$ cat config.mk
export PLATFORM = sky130hd
export DESIGN_NAME = euler_step_scheduler_flat
export DESIGN_NICKNAME = d
export VERILOG_FILES = /design/src/rtl/euler_step_scheduler_if.sv /design/src/rtl/euler_step_scheduler.sv /design/src/flat_wrapper.sv
export SDC_FILE = /design/constraint.sdc
export NUM_CORES = 1
export LEC_CHECK = 0
export CAP_MARGIN = 40
export CORE_ASPECT_RATIO = 1.5
export CORE_MARGIN = 4
export CORE_UTILIZATION = 50
export CTS_CLUSTER_DIAMETER = 150
export DETAILED_ROUTE_END_ITERATION = 6
export PLACE_DENSITY_LB_ADDON = 0.25
export RECOVER_POWER = 50
export SYNTH_ARGS = -nofsm -noshare
export SYNTH_HDL_FRONTEND = slang
export SYNTH_SLANG_ARGS = --single-unit
$ cat constraint.sdc
create_clock -name clk -period 3.6 [get_ports clk]
set_input_delay 0.36 -clock clk [delete_from_list [all_inputs] [get_ports clk]]
set_output_delay 0.36 -clock clk [all_outputs]
set_load 0.01 [all_outputs]
$ cat src/rtl/euler_step_scheduler_if.sv
// euler_step_scheduler_if: go/parameter inputs, core handshake and status bundle for the Euler step scheduler
// master: run requester plus Euler core (drives go, num_steps, h_step, t0, core_finish, core_error)
// slave:  scheduler (drives core_start, core_h_step, buf_sel, t_cur, step_cnt, busy, done, err_code)
interface euler_step_scheduler_if #(
  parameter int DATA_SIZE = 16,
  parameter int STEP_W = 16
);
  logic go;
  logic [STEP_W-1:0] num_steps;
  logic [DATA_SIZE-1:0] h_step;
  logic [DATA_SIZE-1:0] t0;
  logic core_start;
  logic core_finish;
  logic core_error;
  logic [DATA_SIZE-1:0] core_h_step;
  logic buf_sel;
  logic [DATA_SIZE-1:0] t_cur;
  logic [STEP_W-1:0] step_cnt;
  logic busy;
  logic done;
  logic [1:0] err_code;
  modport master (
    output go, num_steps, h_step, t0, core_finish, core_error,
    input core_start, core_h_step, buf_sel, t_cur, step_cnt, busy, done, err_code
  );
  modport slave (
    input go, num_steps, h_step, t0, core_finish, core_error,
    output core_start, core_h_step, buf_sel, t_cur, step_cnt, busy, done, err_code
  );
endinterface

$ cat src/rtl/euler_step_scheduler.sv
// euler_step_scheduler: sequences num_steps Euler core runs, advancing time and flipping the ping-pong bank
// clk: rising-edge clock; rst: asynchronous active-low reset; bus: euler_step_scheduler_if.slave
// Optional macro EULER_SCHED_WATCHDOG_EN adds a WAIT-cycle watchdog (err_code 11 after WDOG_LIMIT cycles).
module euler_step_scheduler #(
  parameter int DATA_SIZE = 16,
  parameter int STEP_W = 16,
  parameter int WDOG_LIMIT = 1024
) (
  input logic clk,
  input logic rst,
  euler_step_scheduler_if.slave bus
);
  typedef enum logic [2:0] {IDLE, LAUNCH, WAIT, ADVANCE, DONE} state_t;
  state_t state_q;
  logic [STEP_W-1:0] nsteps_q, cnt_q, cnt_d;
  logic [DATA_SIZE-1:0] h_q, t_q;
  logic [DATA_SIZE:0] sum_d;
  logic buf_q, start_q, busy_q, done_q, blank_q, wd_hit;
  logic [1:0] err_q;
  if (WDOG_LIMIT < 1) begin : g_bad_limit
    $error("WDOG_LIMIT must be at least 1");
  end
  assign sum_d = {1'b0, t_q} + {1'b0, h_q};
  assign cnt_d = cnt_q + 1'b1;
`ifdef EULER_SCHED_WATCHDOG_EN
  localparam int WD_W = $clog2(WDOG_LIMIT + 1);
  logic [WD_W-1:0] wd_q;
  assign wd_hit = wd_q == WD_W'(WDOG_LIMIT - 1);
  always_ff @(posedge clk or negedge rst)
    if (!rst) wd_q <= '0;
    else if (state_q == LAUNCH) wd_q <= '0;
    else if (state_q == WAIT) wd_q <= wd_q + 1'b1;
`else
  assign wd_hit = 1'b0;
`endif
  always_ff @(posedge clk or negedge rst) begin
    if (!rst) begin
      state_q <= IDLE;
      nsteps_q <= '0;
      cnt_q <= '0;
      h_q <= '0;
      t_q <= '0;
      buf_q <= 1'b0;
      start_q <= 1'b0;
      busy_q <= 1'b0;
      done_q <= 1'b0;
      blank_q <= 1'b0;
      err_q <= 2'b00;
    end else begin
      start_q <= 1'b0;
      case (state_q)
        IDLE, DONE: if (bus.go) begin
          nsteps_q <= bus.num_steps;
          h_q <= bus.h_step;
          t_q <= bus.t0;
          cnt_q <= '0;
          buf_q <= 1'b0;
          err_q <= 2'b00;
          if (bus.num_steps == '0) begin
            state_q <= DONE;
            done_q <= 1'b1;
          end else begin
            state_q <= LAUNCH;
            start_q <= 1'b1;
            busy_q <= 1'b1;
            done_q <= 1'b0;
          end
        end
        LAUNCH: begin
          state_q <= WAIT;
          blank_q <= 1'b1;
        end
        WAIT: begin
          // first WAIT cycle may still see the previous step's finish level
          blank_q <= 1'b0;
          if (!blank_q && bus.core_finish) begin
            if (bus.core_error) begin
              err_q <= 2'b01;
              state_q <= DONE;
              busy_q <= 1'b0;
              done_q <= 1'b1;
            end else state_q <= ADVANCE;
          end else if (wd_hit) begin
            err_q <= 2'b11;
            state_q <= DONE;
            busy_q <= 1'b0;
            done_q <= 1'b1;
          end
        end
        ADVANCE: begin
          t_q <= sum_d[DATA_SIZE-1:0];
          cnt_q <= cnt_d;
          buf_q <= ~buf_q;
          if (sum_d[DATA_SIZE] || cnt_d == nsteps_q) begin
            err_q <= sum_d[DATA_SIZE] ? 2'b10 : 2'b00;
            state_q <= DONE;
            busy_q <= 1'b0;
            done_q <= 1'b1;
          end else begin
            state_q <= LAUNCH;
            start_q <= 1'b1;
          end
        end
        default: state_q <= IDLE;
      endcase
    end
  end
  assign bus.core_start = start_q;
  assign bus.core_h_step = h_q;
  assign bus.buf_sel = buf_q;
  assign bus.t_cur = t_q;
  assign bus.step_cnt = cnt_q;
  assign bus.busy = busy_q;
  assign bus.done = done_q;
  assign bus.err_code = err_q;
endmodule

$ cat src/flat_wrapper.sv
// flat-port wrapper written by rule: the top's interface ports become plain ports
module euler_step_scheduler_flat 
#(
  parameter int DATA_SIZE = 16,
  parameter int STEP_W = 16,
  parameter int WDOG_LIMIT = 1024
)
  (clk, rst, bus_go, bus_num_steps, bus_h_step, bus_t0, bus_core_finish, bus_core_error, bus_core_start, bus_core_h_step, bus_buf_sel, bus_t_cur, bus_step_cnt, bus_busy, bus_done, bus_err_code);
  euler_step_scheduler_if #(.DATA_SIZE(DATA_SIZE), .STEP_W(STEP_W)) bus_i ();
  input logic clk;
  input logic rst;
  input wire logic [$bits(bus_i.go)-1:0] bus_go;
  input wire logic [$bits(bus_i.num_steps)-1:0] bus_num_steps;
  input wire logic [$bits(bus_i.h_step)-1:0] bus_h_step;
  input wire logic [$bits(bus_i.t0)-1:0] bus_t0;
  input wire logic [$bits(bus_i.core_finish)-1:0] bus_core_finish;
  input wire logic [$bits(bus_i.core_error)-1:0] bus_core_error;
  output wire logic [$bits(bus_i.core_start)-1:0] bus_core_start;
  output wire logic [$bits(bus_i.core_h_step)-1:0] bus_core_h_step;
  output wire logic [$bits(bus_i.buf_sel)-1:0] bus_buf_sel;
  output wire logic [$bits(bus_i.t_cur)-1:0] bus_t_cur;
  output wire logic [$bits(bus_i.step_cnt)-1:0] bus_step_cnt;
  output wire logic [$bits(bus_i.busy)-1:0] bus_busy;
  output wire logic [$bits(bus_i.done)-1:0] bus_done;
  output wire logic [$bits(bus_i.err_code)-1:0] bus_err_code;
  assign bus_i.go = bus_go;
  assign bus_i.num_steps = bus_num_steps;
  assign bus_i.h_step = bus_h_step;
  assign bus_i.t0 = bus_t0;
  assign bus_i.core_finish = bus_core_finish;
  assign bus_i.core_error = bus_core_error;
  assign bus_core_start = bus_i.core_start;
  assign bus_core_h_step = bus_i.core_h_step;
  assign bus_buf_sel = bus_i.buf_sel;
  assign bus_t_cur = bus_i.t_cur;
  assign bus_step_cnt = bus_i.step_cnt;
  assign bus_busy = bus_i.busy;
  assign bus_done = bus_i.done;
  assign bus_err_code = bus_i.err_code;
  euler_step_scheduler #(.DATA_SIZE(DATA_SIZE), .STEP_W(STEP_W), .WDOG_LIMIT(WDOG_LIMIT)) u_core (.clk(clk), .rst(rst), .bus(bus_i));
endmodule
# --- Yosys cells after proc, flatten, opt, wreduce, memory -nomap -nowiden ---
# Index checks and enable logic that the tools add are counted.
totals:
  register_bits: 74
  latch_bits: 0
  ram_bits: 0
  romBits: 0
  inputBits: 53
  out_inout_bits: 54
  elab_cells: 73
  n_memories: 0
op_classes:
  n_addsub: 2
  multipliers: 0
  div_mod_pow: 0
  n_lt_le_gt_ge: 0
  eq_ne: 10
  n_shift: 0
  mux: 35
  bitwise: 1
  n_reduce_logical: 14
op_table:
  columns: ["cell", "n"]
  rows:
  - ["one-hot mux 16 bit (2 select lines)", 2]
  - ["2-to-1 mux 16 bit", 2]
  - ["adder 16 x 16 -> 17 bit", 1]
  - ["adder 16 x 1 -> 16 bit, second input constant", 1]
  - ["== test 16 bit", 1]
  - ["logical NOT 16 bit", 1]
  - ["2-to-1 mux 3 bit", 5]
  - ["2-to-1 mux 1 bit", 14]
  - ["one-hot mux 3 bit (4 select lines)", 1]
  - ["2-to-1 mux 2 bit", 5]
  - ["== test 3 x 2 -> 1 bit, second input constant", 2]
  - ["inequality test 2 bit, second input constant", 3]
  - ["one-hot mux 1 bit (2 select lines)", 3]
  - ["one-hot mux 1 bit (3 select lines)", 2]
  - ["one-hot mux 2 bit (3 select lines)", 1]
  - ["AND reduction 2 bit", 3]
  - ["AND reduction 6 bit", 1]
  - ["AND reduction 5 bit", 1]
  - ["inequality test 2 x 1 -> 1 bit, second input constant", 2]
  - ["nonzero test 2 bit", 2]
  - ["== test 3 x 1 -> 1 bit, second input constant", 1]
  - ["== test 3 bit, second input constant", 1]
  - ["logical NOT 3 bit", 1]
  - ["nonzero test 3 bit", 1]
  - ["5 further kinds", 5]

# --- Logic depth before layout (Yosys ltp) ---
depth:
  word_depth: 5
  depth_mapped: 9
  mapped_depth_nobuf: 9

# --- Least setup slack after synthesis ---
# OpenSTA, ideal clock, no wires.
synth_timing:
  path_type: "register -> register"
  start: "register u_core.t_q[0], in the netlist u_core.bus.t_cur[0]"
  end: "register u_core.done_q, in the netlist u_core.bus.done"
  setup_time_ps: 119
  arrival_ps: 2913
  t_required_ps: 3481
  slack_ps: 568
  path_stages_with_launch: 10
  path_buffers: 0
  period_less_slack_ps: 3032
  cell_sequence: "dfrtp_1 -> ha_1 -> fa_1 -> a21oi_1 -> o22ai_1 -> o41ai_1 -> nor3_1 -> a2111oi_2 -> a31oi_4 -> o21a_1"
synth_between:
  elab_chain_cells: 4
synth_lines:
  columns: ["item", "line_no", "source"]
  rows:
  - ["from (decl)", "euler_step_scheduler.sv:16", "logic [DATA_SIZE-1:0] h_q, t_q;"]
  - ["from (signal assigned)", "euler_step_scheduler.sv:55", "t_q <= bus.t0;"]
  - ["from (signal assigned)", "euler_step_scheduler.sv:91", "t_q <= sum_d[DATA_SIZE-1:0];"]
  - ["adder 16 x 16 -> 17 bit", "euler_step_scheduler.sv:23", "assign sum_d = {1'b0, t_q} + {1'b0, h_q};"]
  - ["logical OR 1 bit", "euler_step_scheduler.sv:94", "if (sum_d[DATA_SIZE] || cnt_d == nsteps_q) begin"]
  - ["inequality test 2 x 1 -> 1 bit (no source line)", null, null]
  - ["AND reduction 5 bit (no source line)", null, null]
  - ["to (signal assigned)", "euler_step_scheduler.sv:46", "done_q <= 1'b0;"]
  - ["to (signal assigned)", "euler_step_scheduler.sv:87", "done_q <= 1'b1;"]
  - ["to (signal assigned)", "euler_step_scheduler.sv:98", "done_q <= 1'b1;"]
  - ["to (decl)", "euler_step_scheduler.sv:18", "logic buf_q, start_q, busy_q, done_q, blank_q, wd_hit;"]
# No other way between the ends.
# A chain may end at the register's enable or synchronous reset.

# --- Worst setup path after layout ---
# Ends and elaborated chain as after synthesis.

==> run metrics <==
antenna violations before repair 0; Pwr Density 900 nW/um^2; crit end category flip-flop; Final #Nets 612; static leakage 2.44 nW; DRT iter0 DRCs 131; cell count after synthesis 440; ys flop type dfrtp_1; sequential power share 29.0%; skew final 0.00661 ns; Final Util 68.8%; Synth Area in Compound Gates 15.7%; CP required 3.82 ns; R2R cell count 10; Max Clk Rate 334 MHz; post-synthesis mux area share 12.8%; Post-DP HPWL 8730 um; CTS H-tree lvls 3; mapped cell area 4400 um^2; clock-pin slew on the worst setup and hold paths 0.06 ns; Adder-Cell Fraction of Synth Area 5.28%; first-pass GRT wire length 19,300 um; Avg Cell Area, Syn 10.0 um^2; Cell Rows 41; syn nets 511; sequential fraction of the synthesis area 42.0%; Placed Instance Area 5590 um^2; Hold Crit Start u_core.bus.buf_sel; Skew-Pair Late Insertion Delay 0.33 ns; final hold viol count 0; FILL cells 659; pin count of the biggest net entering global routing 58; Synth Area in XOR/XNOR 6.96%; root buffer cell clkbuf_16; Ys Warns 0; Setup Total Neg Slack 0 ns; ANT cells 0; clock tree buffer depth 2; vias in the first global route 4,033; WS Path Type flip-flop to flip-flop; post-DR wirelength/cell 17.9 um; Slew Limit Fails 0; share of power burned in the clock network 16.3%; crit path to u_core.bus.done; post-CTS setup buffers 0; Post-DRT Antenna Nets 0; Worst-Margin Slew 1.39 ns; net load switching power 2.12 mW; combinational power share 54.7%; Post-Route WL 11,700 um; GRT Resource Usage Total 23.4%; FF-to-FF Start u_core.bus.t_cur[0]; share of layout cells above drive strength 1 11.7%; Via Count 3,808; Pint 3.15 mW; main combinational cell family by area after synthesis compound AO/OA/AOI/OAI gates; Initial DRT Pass Iterations 4; CP Launch Point u_core.bus.t_cur[0]; core area 8520 um^2; async set or reset register ratio after synthesis 100%; WP data arrival 3.21 ns; Initial Util 51.7%; Sink Count 74; MaxCap Viol Count 0; I/O Pins 107; Net Sw Frac 40.2%; P&R area growth vs syn 33.0%; Post-synth EDFFs 0; post-cts sizing count 0; Final Setup Violations 0; worst-path maximum fanout 5; total CTS buffers 9; Die ar. 10,400 um^2; routability cong. 0.917; hold crit path type flip-flop to flip-flop; Setup crit start kind flip-flop; Rel. slew slack 7.23%; vias per inst 5.83; final period utilization 83.2%; Crit Reg-Reg Endpoint u_core.bus.done; Peak VDD IR 0.000551 V; DR DRC count 0; R2R setup slack 0.61 ns; status finished clean; hold buffer count at CTS 1; PortBufs 106; design area 5860 um^2; CTS tree built; Final min period 2.99 ns; Die Span Y 123 um; Congestion Overflow GR 0; Yosys cell types 54; Post-Synth Simple-Gate Area 14.1%; Die Wd 84.6 um; post-synthesis register bit count 74; unrepaired setup endpoints after global routing no
metrics by stage:
step,hold slack [ns],std cells,power (mW),worst slack (ns)
after global routing,0.543,653,5.68,0.331
after floorplan,0.0644,440,3.37,0.568
after CTS,0.447,653,5.37,0.600
final,0.493,653,5.27,0.607
after global placement,0.479,634,4.33,0.734
after detailed placement,0.255,636,4.43,0.610
cells in the final DEF, fill, tap and decap left out, types with 2 or more instances in the layout:
cell	instances
o21a_1	4
o21bai_1	4
buf_4	5
xnor2_1	17
o21ai_0	50
o211ai_1	3
xor2_1	18
clkbuf_1	5
nor2_1	24
nor3_1	5
mux2i_1	16
and4_1	4
nand3_1	10
a31oi_1	4
or3_1	2
clkbuf_16	9
clkdlybuf4s50_1	80
a311oi_1	2
mux2_2	36
a21o_1	5
and3_1	2
nand3b_1	2
a211oi_1	2
dlygate4sd3_1	26
nor4_1	6
nor2b_1	5
o31ai_1	6
nand4_1	6
a21oi_1	20
inv_1	10
dfrtp_1	74
nand2b_1	2
ha_1	17
and2_1	4
nand2_1	34
clkinv_2	2
o32ai_1	2
o22ai_1	3
critical path, stage by stage (launching register included):
cell and delay (ns):
dfrtp_1 0.40, ha_1 0.25, fa_1 0.42, a21oi_1 0.19, o22ai_1 0.13, o41ai_1 0.28
buf_4 0.20, nor3_1 0.06, a2111oi_2 0.60, a31oi_4 0.17, o21a_1 0.19
worst min path at each step:
| stage | end | cells past startpoint | slack [ns] |
|---|---|---|---|
| floorplan | u_core.blank_q | 0 | 0.06 |
| global placement | u_core.bus.buf_sel | 1 | 0.48 |
| detailed placement | u_core.bus.step_cnt[9] | 1 | 0.25 |
| CTS | u_core.nsteps_q[12] | 2 | 0.45 |
| global route | u_core.bus.buf_sel | 1 | 0.54 |
| finish | u_core.bus.buf_sel | 1 | 0.49 |
cells by family after synthesis:
kind of cell / after synthesis
buffers and inverters: 34
DFF: 74
xor gates and xnor gates: 35
and+or+nand+nor: 115
adders and majority gates: 18
muxes: 52
AOI/OAI and AO/OA: 112
sequential cells by signal, indices dropped and copies added (netlist names):
name / count
u_core.bus.core_h_step: 16
u_core.bus.step_cnt: 16
u_core.bus.t_cur: 16
u_core.nsteps_q: 16
u_core.state_q: 3
u_core.bus.err_code: 2
u_core.blank_q: 1
u_core.bus.buf_sel: 1
u_core.bus.busy: 1
u_core.bus.core_start: 1
u_core.bus.done: 1
cells in the mapped netlist (2+ instances only):
cell	number	area, um^2
nand3_1	10	50.1
nor3_1	5	25.0
and2_1	4	25.0
o21a_1	4	30.0
buf_2	4	20.0
nand4_1	6	37.5
inv_1	10	37.5
clkbuf_2	2	10.0
o21bai_1	4	30.0
o21ai_0	50	250
o22ai_1	3	18.8
a21o_1	5	37.5
nor2b_1	5	31.3
or3_1	2	12.5
nand3b_1	2	15.0
xor2_1	18	158
o31ai_1	6	45.0
clkbuf_1	16	60.1
nor2_1	24	90.1
nand2_1	34	128
dfrtp_1	74	1850
nand2b_1	2	12.5
a21oi_1	20	100
a311oi_1	2	17.5
and3_1	2	12.5
xnor2_1	17	149
and4_1	4	35.0
nor4_1	6	37.5
ha_1	17	213
a31oi_1	4	25.0
mux2_2	36	405
mux2i_1	16	160
o32ai_1	2	17.5
a211oi_1	2	15.0
o211ai_1	3	22.5
area by class of cell:
| type | count | area [um^2] | share of cell area (%) |
|---|---|---|---|
| Multi-Input combinational cell | 332 | 2420 | 41.3 |
| Sequential cell | 74 | 1850 | 31.6 |
| Timing Repair Buffer | 114 | 1130 | 19.4 |
| Clock buffer | 13 | 240 | 4.10 |
| Tap cell | 107 | 134 | 2.29 |
| Clock inverter | 3 | 40.0 | 0.684 |
| Inverter | 10 | 37.5 | 0.641 |
power by group through the flow:
stage | clock, mW | combinational (mW) | sequential (mW)
floorplan | 0 | 1.84 | 1.53
global placement | 0 | 2.81 | 1.52
detailed placement | 0 | 2.89 | 1.54
CTS | 0.879 | 2.95 | 1.53
global route | 0.910 | 3.19 | 1.58
finish | 0.861 | 2.88 | 1.53
per-layer routing:
layer | wire length [um] | share of wire (%) | GRT usage [%]
met3 | 608 | 5.2 | 4.93
met4 | 532 | 4.6 | 13.2
met2 | 6410 | 55 | 43.2
met5 | 0 | 0 | 0
met1 | 4130 | 35 | 24.5
(Power assumes the default switching activity.)
